**src/rtl/torus_pkg.sv**
```systemverilog
// Shared types for the torus NoC switches: message layout, route codes and
// the dimension-order routing decision (X ring first, then exit south).
package torus_pkg;

  localparam int TORUS_X_W = 2;
  localparam int TORUS_Y_W = 2;
  localparam int TORUS_D_W = 32;

  typedef struct packed {
    logic [TORUS_X_W-1:0] x;
    logic [TORUS_Y_W-1:0] y;
    logic [TORUS_D_W-1:0] data;
  } msg_t;

  typedef enum logic [1:0] {R_NONE, R_EAST, R_SOUTH} route_e;

  // Traffic keeps travelling east until it reaches its column, then turns south.
  function automatic route_e dor_route(input logic v, input logic [31:0] dest_x,
                                       input logic [31:0] here_x);
    if (!v) return R_NONE;
    return (dest_x != here_x) ? R_EAST : R_SOUTH;
  endfunction

endpackage

```
**src/rtl/torus_fifo.sv**
```systemverilog
// Synchronous FIFO for the west input link; power-of-two depth, the count
// (one bit wider than the pointers) tells full from empty.
module torus_fifo #(
  parameter int W     = 36,
  parameter int DEPTH = 4
) (
  input  logic                     clk,
  input  logic                     rst_n,
  input  logic                     i_push,
  input  logic                     i_pop,
  input  logic [W-1:0]             i_din,
  output logic [W-1:0]             o_dout,
  output logic                     o_full,
  output logic                     o_empty,
  output logic [$clog2(DEPTH):0]   o_count
);

  localparam int AW = $clog2(DEPTH);
  localparam int CW = AW + 1;

  logic [W-1:0]  r_mem [DEPTH];
  logic [AW-1:0] r_wr;
  logic [AW-1:0] r_rd;
  logic [CW-1:0] r_cnt;
  logic          w_push;
  logic          w_pop;

  assign o_full  = (r_cnt == CW'(DEPTH));
  assign o_empty = (r_cnt == '0);
  assign o_count = r_cnt;
  assign o_dout  = r_mem[r_rd];
  assign w_push  = i_push && !o_full;
  assign w_pop   = i_pop && !o_empty;

  always_ff @(posedge clk) begin
    if (!rst_n) begin
      r_wr  <= '0;
      r_rd  <= '0;
      r_cnt <= '0;
    end else begin
      if (w_push) r_wr <= r_wr + AW'(1);
      if (w_pop)  r_rd <= r_rd + AW'(1);
      if (w_push && !w_pop)      r_cnt <= r_cnt + CW'(1);
      else if (w_pop && !w_push) r_cnt <= r_cnt - CW'(1);
    end
  end

  always_ff @(posedge clk) begin
    if (w_push) r_mem[r_wr] <= i_din;
  end

endmodule

```
**src/rtl/torus_switch_fifo_bp.sv**
```systemverilog
// Backpressured torus switch: registered north input, west FIFO, PE injection,
// dimension-order routing. Optional macro TORUS_SW_INJ_BOOST_EN adds starvation boost for I.
module torus_switch_fifo_bp
  import torus_pkg::*;
#(
  parameter int X_W          = 2,
  parameter int Y_W          = 2,
  parameter int D_W          = 32,
  parameter int X            = 0,
  parameter int Y            = 0,
  parameter int W_DEPTH      = 4,
  parameter int STARVE_LIMIT = 8
) (
  input  logic                       clk,
  input  logic                       rst_n,
  input  logic                       n_in_v,
  input  logic [X_W-1:0]             n_in_x,
  input  logic [Y_W-1:0]             n_in_y,
  input  logic [D_W-1:0]             n_in_data,
  input  logic                       w_in_v,
  input  logic [X_W-1:0]             w_in_x,
  input  logic [Y_W-1:0]             w_in_y,
  input  logic [D_W-1:0]             w_in_data,
  input  logic                       i_v,
  input  logic [X_W-1:0]             i_x,
  input  logic [Y_W-1:0]             i_y,
  input  logic [D_W-1:0]             i_data,
  input  logic                       e_b,
  output logic                       w_b,
  output logic                       i_ack,
  output logic                       o_v,
  output logic                       s_out_v,
  output logic [X_W-1:0]             s_out_x,
  output logic [Y_W-1:0]             s_out_y,
  output logic [D_W-1:0]             s_out_data,
  output logic                       e_out_v,
  output logic [X_W-1:0]             e_out_x,
  output logic [Y_W-1:0]             e_out_y,
  output logic [D_W-1:0]             e_out_data,
  output logic [$clog2(W_DEPTH):0]   w_occ,
  output logic                       done
);

  // Instance-width counterpart of torus_pkg::msg_t.
  typedef struct packed {
    logic [X_W-1:0] x;
    logic [Y_W-1:0] y;
    logic [D_W-1:0] data;
  } node_msg_t;

  logic      r_n_v;
  node_msg_t r_n_msg;
  node_msg_t w_w_in, w_w_head, w_i_msg, w_s_msg, w_e_msg;
  logic      w_w_empty, w_w_full, w_w_pop, w_boost;
  route_e    w_w_route, w_i_route;
  logic      w_s_v, w_e_v, w_e_sel_w, w_e_sel_i, w_s_sel_w, w_s_sel_i;

  assign w_w_in  = '{x: w_in_x, y: w_in_y, data: w_in_data};
  assign w_i_msg = '{x: i_x, y: i_y, data: i_data};

  torus_fifo #(.W($bits(node_msg_t)), .DEPTH(W_DEPTH)) u_w_fifo (
    .clk     (clk),
    .rst_n   (rst_n),
    .i_push  (w_in_v && !w_b),
    .i_pop   (w_w_pop),
    .i_din   (w_w_in),
    .o_dout  (w_w_head),
    .o_full  (w_w_full),
    .o_empty (w_w_empty),
    .o_count (w_occ)
  );

  assign w_b       = w_w_full;
  assign w_w_route = dor_route(!w_w_empty, 32'(w_w_head.x), 32'(X));
  assign w_i_route = dor_route(i_v, 32'(i_x), 32'(X));

`ifdef TORUS_SW_INJ_BOOST_EN
  localparam int SC_W = $clog2(STARVE_LIMIT + 1);
  logic [SC_W-1:0] r_starve;

  always_ff @(posedge clk) begin
    if (!rst_n || !i_v || i_ack) r_starve <= '0;
    else if (r_starve != SC_W'(STARVE_LIMIT)) r_starve <= r_starve + SC_W'(1);
  end

  assign w_boost = (r_starve == SC_W'(STARVE_LIMIT));
`else
  logic w_unused_starve;
  assign w_unused_starve = (STARVE_LIMIT == 0);
  assign w_boost = 1'b0;
`endif

  // Arbitration: east is W over I, south is N over W over I; boost lifts I above W.
  always_comb begin
    w_e_sel_w = 1'b0;
    w_e_sel_i = 1'b0;
    w_s_sel_w = 1'b0;
    w_s_sel_i = 1'b0;
    if (!e_b) begin
      if (w_boost && w_i_route == R_EAST) w_e_sel_i = 1'b1;
      else if (w_w_route == R_EAST)       w_e_sel_w = 1'b1;
      else if (w_i_route == R_EAST)       w_e_sel_i = 1'b1;
    end
    if (!r_n_v) begin
      if (w_boost && w_i_route == R_SOUTH) w_s_sel_i = 1'b1;
      else if (w_w_route == R_SOUTH)       w_s_sel_w = 1'b1;
      else if (w_i_route == R_SOUTH)       w_s_sel_i = 1'b1;
    end
    w_e_v   = w_e_sel_w | w_e_sel_i;
    w_e_msg = w_e_sel_w ? w_w_head : w_i_msg;
    w_s_v   = r_n_v | w_s_sel_w | w_s_sel_i;
    w_s_msg = r_n_v ? r_n_msg : (w_s_sel_w ? w_w_head : w_i_msg);
  end

  assign w_w_pop = w_e_sel_w | w_s_sel_w;
  assign i_ack   = w_e_sel_i | w_s_sel_i;

  // Output stage: south loads every edge, east only while the neighbour accepts.
  always_ff @(posedge clk) begin
    if (!rst_n) begin
      r_n_v      <= 1'b0;
      r_n_msg    <= '0;
      s_out_v    <= 1'b0;
      s_out_x    <= '0;
      s_out_y    <= '0;
      s_out_data <= '0;
      o_v        <= 1'b0;
      e_out_v    <= 1'b0;
      e_out_x    <= '0;
      e_out_y    <= '0;
      e_out_data <= '0;
    end else begin
      r_n_v      <= n_in_v;
      r_n_msg    <= '{x: n_in_x, y: n_in_y, data: n_in_data};
      s_out_v    <= w_s_v;
      s_out_x    <= w_s_msg.x;
      s_out_y    <= w_s_msg.y;
      s_out_data <= w_s_msg.data;
      o_v        <= w_s_v && (w_s_msg.x == X_W'(X)) && (w_s_msg.y == Y_W'(Y));
      if (!e_b) begin
        e_out_v    <= w_e_v;
        e_out_x    <= w_e_msg.x;
        e_out_y    <= w_e_msg.y;
        e_out_data <= w_e_msg.data;
      end
    end
  end

  assign done = !(n_in_v | w_in_v | i_v | r_n_v | !w_w_empty | s_out_v | e_out_v | o_v);

endmodule

```
**config.mk**
```make
export PLATFORM = sky130hd
export DESIGN_NAME = torus_switch_fifo_bp
export DESIGN_NICKNAME = d
export VERILOG_FILES = /design/src/rtl/torus_pkg.sv /design/src/rtl/torus_fifo.sv /design/src/rtl/torus_switch_fifo_bp.sv
export SDC_FILE = /design/constraint.sdc
export NUM_CORES = 1
export LEC_CHECK = 0
export ABC_AREA = 1
export ABC_CLOCK_PERIOD_IN_PS = 3050
export CAP_MARGIN = 20
export CORE_MARGIN = 5
export CORE_UTILIZATION = 52
export DETAILED_ROUTE_END_ITERATION = 7
export PLACE_DENSITY = 0.8
export RECOVER_POWER = 25
export SYNTH_ARGS = -nofsm -noshare
export SYNTH_HDL_FRONTEND = slang
export SYNTH_SLANG_ARGS = --single-unit
```
**constraint.sdc**
```tcl
create_clock -name clk -period 3.05 [get_ports clk]
set_input_delay 0.4575 -clock clk [delete_from_list [all_inputs] [get_ports clk]]
set_output_delay 0.4575 -clock clk [all_outputs]
set_load 0.03 [all_outputs]
```
Word level (Yosys, flattened, before mapping)

Memories as Yosys holds them, arrays and structs flattened. A register that Yosys moved wholly into a read port is not among the register bits.
Index checks and enable logic that the tools add are counted.

Logic and storage cells: 81
Output and inout port bits: 81
Register bits: 119
Bits in writable memories: 144
Memories kept: 1
Memory bits (read-only): 0
Latch bits: 0

Memories:

| name           | words | width | read ports | clocked after Yosys merged registers in | write ports | line             | RTL |
|---|---|---|---|---|---|---|---|
| u_w_fifo.r_mem | 4     | 36    | 1          | 1                                       | 1           | torus_fifo.sv:21 | `logic [W-1:0] r_mem [DEPTH];` |

Bitwise operators: 12
Shift-type cells: 0
$lt $le $gt $ge: 0
Multipliers: 0
Reductions and logical operators: 18
Equal/unequal tests: 5
Mux-type cells: 25
Add/sub/neg operators: 4
Divide/modulo/power cells: 0

Operators with widths:

| operator              | count |
|---|---|
| $mux W36              | 3 |
| $mux W2               | 7 |
| $mux W1               | 13 |
| $or A1 B1 Y1          | 12 |
| $logic_and A1 B1 Y1   | 7 |
| $mux W3               | 2 |
| $reduce_bool A2 Y1    | 3 |
| $logic_not A1 Y1      | 5 |
| $add A2 B1 Y2 const B | 2 |
| $eq A2 B1 Y1 const B  | 2 |
| $eq A2 B2 Y1 const B  | 2 |
| $logic_not A2 Y1      | 2 |
| $add A3 B1 Y3 const B | 1 |
| $eq A3 B3 Y1 const B  | 1 |
| $logic_not A3 Y1      | 1 |
| $sub A3 B1 Y3 const B | 1 |

Logic depth before layout (Yosys ltp)

Depth in word-level cells: 11
Mapped depth: 17

By module

A second synthesis with hierarchy kept.

Cells, all modules: 1074
Area, all modules: 10521.3 µm²

Modules (own cells, without submodules):

| module               | instances | area an instance (µm²) | cells each |
|---|---|---|---|
| torus_fifo           | 1         | 5843.1                 | 418 |
| torus_switch_fifo_bp | 1         | 4678.2                 | 656 |

Worst setup path after synthesis

OpenSTA, ideal clock, no wires.

Kind: register to register
Start: reg u_w_fifo.r_cnt[0] (netlist: u_w_fifo.o_count[0])
End: mem u_w_fifo.r_mem[0][0], enable pin
Stages on the path, launching flop included: 5
Required time: 2.621 ns
Clock period less this slack: 3.174 ns
Slack: -0.124 ns
Data arrival time: 2.745 ns
Cells stage by stage: dfxtp_1 nor3_1 nor2_1 inv_1 nor2_1

Cells in the longest elaborated chain, start to end: 6

RTL lines:

| element                         | line                                         | RTL |
|---|---|---|
| from (decl)                     | torus_fifo.sv:24                             | `logic [CW-1:0] r_cnt;` |
| from (signal assigned)          | torus_fifo.sv:43                             | `if (w_push && !w_pop) r_cnt <= r_cnt + CW'(1);` |
| from (signal assigned)          | torus_fifo.sv:44                             | `else if (w_pop && !w_push) r_cnt <= r_cnt - CW'(1);` |
| $eq A3 B3 Y1 *                  | torus_fifo.sv:28                             | `assign o_full = (r_cnt == CW'(DEPTH));` |
| net w_b                         | torus_switch_fifo_bp.sv:29                   | `output logic w_b,` |
| $logic_not A1 Y1 *              | torus_fifo.sv:32, torus_switch_fifo_bp.sv:64 |  |
| $logic_and A1 B1 Y1             | torus_switch_fifo_bp.sv:64                   | `.i_push (w_in_v && !w_b),` |
| $logic_and A1 B1 Y1 *           | torus_fifo.sv:32                             | `assign w_push = i_push && !o_full;` |
| net u_w_fifo.w_push             | torus_fifo.sv:25                             | `logic w_push;` |
| $mux W1 *                       | torus_fifo.sv:49                             | `if (w_push) r_mem[r_wr] <= i_din;` |
| $mux W1 (not written as such) * | torus_fifo.sv:49                             |  |
| to (decl)                       | torus_fifo.sv:21                             |  |

Mark *: on every way through the listed nets, which the timed path passes. The rest lies on a longest branch.

Worst setup path after layout

Start: in i_v
End: out done

Cells in the longest elaborated chain, start to end: 7

RTL lines:

| element                    | line                        | RTL |
|---|---|---|
| from (decl)                | torus_switch_fifo_bp.sv:24  | `input logic i_v,` |
| $or A1 B1 Y1 (6 in series) | torus_switch_fifo_bp.sv:149 | `assign done = !(n_in_v \| w_in_v \| i_v \| r_n_v \| !w_w_empty \| s_out_v \| e_out_v \| o_v);` |
| $logic_not A1 Y1           | torus_switch_fifo_bp.sv:149 |  |
| to (decl)                  | torus_switch_fifo_bp.sv:41  | `output logic done` |

Every way passes these cells.

==> metrics <==
status=complete, no violations; largest fanout on the critical path=3; fin util=68.3%; Critical Path AT=2220 ps; DR vias/cell=5.17; clk buf depth=3; max_cap viols=0; top cells by count, synth=nand2_1 (331), edfxtp_1 (144), dfxtp_1 (121); Die Wd=150 um; clock root cell=clkbuf_16; Synth warnings=0; post-synth top area share=42.3%; endpoints failing setup=0; PwrDens=882 nW/um^2; Worst setup SP type=input port; kind of critical path=input port to output port; fin crit period=2680 ps; hold_ws=292 ps; sequential fraction of the synthesis area=66.1%; fin crit share=87.9%; worst skew pair latency=530 ps; Placeable Area=19400 sq um; f_max=373 MHz; DRC=0; Peak VDD IR=0.000469 V; Post-Syn Nets=1164; RD Place Congestion=0.874; min-delay worst type=input port to register; Syn Std Cell Area=10200 sq um; CTS H-tree lvls=1; post_cts resized=0; detailed router's first-iteration violation count=705; syn_area_per_cell=9.78 sq um; routed length per instance=17.1 um; Initial Util=52.7%; first drt pass iteration count=5; CTS Buf Count=27; layout cell share with drive strength beyond 1=6.34%; Post-synth EDFFs=144; Synth cell types=33; Post-CTS Setup Inserts=0; CTS tree=built; crit end category=output port; final hold vios=0; RSZ-0062 raised after global routing=no; GRT Overall Usage=22.6%; clock-pin slew on the worst setup and hold paths=60 ps; initial antenna violation count=1; Post-Synthesis Cells=1044; num rows=51; Port Buf Inserts=194; LEAKAGE=5.36 nW; Main synth FF type=edfxtp_1; CTS Sinks=265; first-pass GRT wire length=40000 um; Critical Path RT=2590 ps; synth top area cells=edfxtp_1 (42%), dfxtp_1 (24%), nand2_1 (12%); die height=150 um; count leader, synth=nand2_1; Slew HR=39.6%; slew of the pin with the lowest slew margin=905 ps; synthesis-to-finish area growth=29.7%; die area=22500 sq um; Layout Nets=1347; Synth area leader=edfxtp_1; ANT nets after route=0; Vias=7824; number of global-route vias before repair=7412; largest net degree at the start of global routing=71; setup TNS=0 ps; grt total ovfl=0; pins over their slew limit=0; dpl hpwl=17200 um; ys async rst share=0%; final WL=25900 um; Post-Route Skew=13.4 ps; Hold Buf Count CTS=0; I/O pins=195; FF+latch count, synth=265
cell type report:
| type | count | area [sq um] |
|---|---|---|
| Sequential cell | 265 | 6750 |
| Antenna cell | 1 | 2.50 |
| Multi-Input combinational cell | 634 | 2900 |
| Clock buffer | 40 | 737 |
| Tap cell | 265 | 332 |
| Fill cell | 1451 | 6160 |
| Inverter | 88 | 335 |
| Timing Repair Buffer | 211 | 2110 |
| Clock inverter | 8 | 71.3 |
worst max-delay path, cell delays in order:
cell	delay (ps)
clkdlybuf4s50_1	470
nor3_1	220
nand4_1	120
nor4_1	220
clkdlybuf4s50_1	730
through the flow:
step | instances | power, mW | instance area [sq um] | worst slack (ps)
final | 1512 | 11.7 | 13200 | 368
after global routing | 1511 | 12.4 | 13200 | 170
after CTS | 1511 | 11.7 | 13200 | 355
after detailed placement | 1463 | 8.70 | 12400 | 366
after global placement | 1463 | 8.61 | 12400 | 473
after floorplan | 1044 | 7.23 | 10200 | -124
worst paths after layout:
check	cells after the start	startpoint	endpoint	slack, ps
worst max-delay path	5	i_v	done	370
worst min-delay path	3	rst_n	r_n_msg[28]	290
worst max register to register	15	register	u_w_fifo.o_count[2]	550
worst min register to register	2	r_n_msg[14]	s_out_data[14]	470
per-layer routing:
metal,GRT usage (%),vias up,wire length (um)
li1,-,3824,-
met5,0,-,14
met3,3.43,43,2030
met1,32.2,3626,11000
met2,36.4,329,12200
met4,6.45,2,612
cell usage in the layout, fill, tap and decap left out, drive strengths merged, types with 4 or more instances in the layout:
cell type | synthesis | layout
o21ai | 88 | 88
clkdlybuf4s50 | 0 | 157
buf | 22 | 19
inv | 86 | 88
dfxtp | 121 | 121
clkinv | 2 | 4
nand2 | 335 | 335
a21oi | 39 | 39
nand3 | 68 | 68
nor2 | 48 | 48
clkbuf | 35 | 40
edfxtp | 144 | 144
a31oi | 33 | 33
o22a | 5 | 5
dlygate4sd3 | 0 | 35
ha | 5 | 5
registers in the layout, summed over array words and instances, names as in the netlist, 3 cells and up, named ones only:
name	flops
u_w_fifo.o_count	3
e_out_data	32
r_n_msg	36
u_w_fifo.r_mem	144
s_out_data	32
where the power goes:
group	total, mW	leakage [nW]	switching [mW]	internal, mW
combinational	4.20	2.65	2.83	1.36
sequential	4.47	2.33	0.203	4.27
clock	3.02	0.391	1.27	1.75
cell families after synthesis:
kind of cell | count (synthesis) | synth area share, %
AO/OA/AOI/OAI | 167 | 8.80
AND/OR/NAND/NOR | 459 | 18.4
adder cells (fa/ha/maj) | 6 | 0.809
buffers and inverters | 145 | 5.81
flip-flops | 265 | 66.1
XOR/XNOR | 2 | 0.172
No activity file was read; power rests on OpenSTA's default activity.
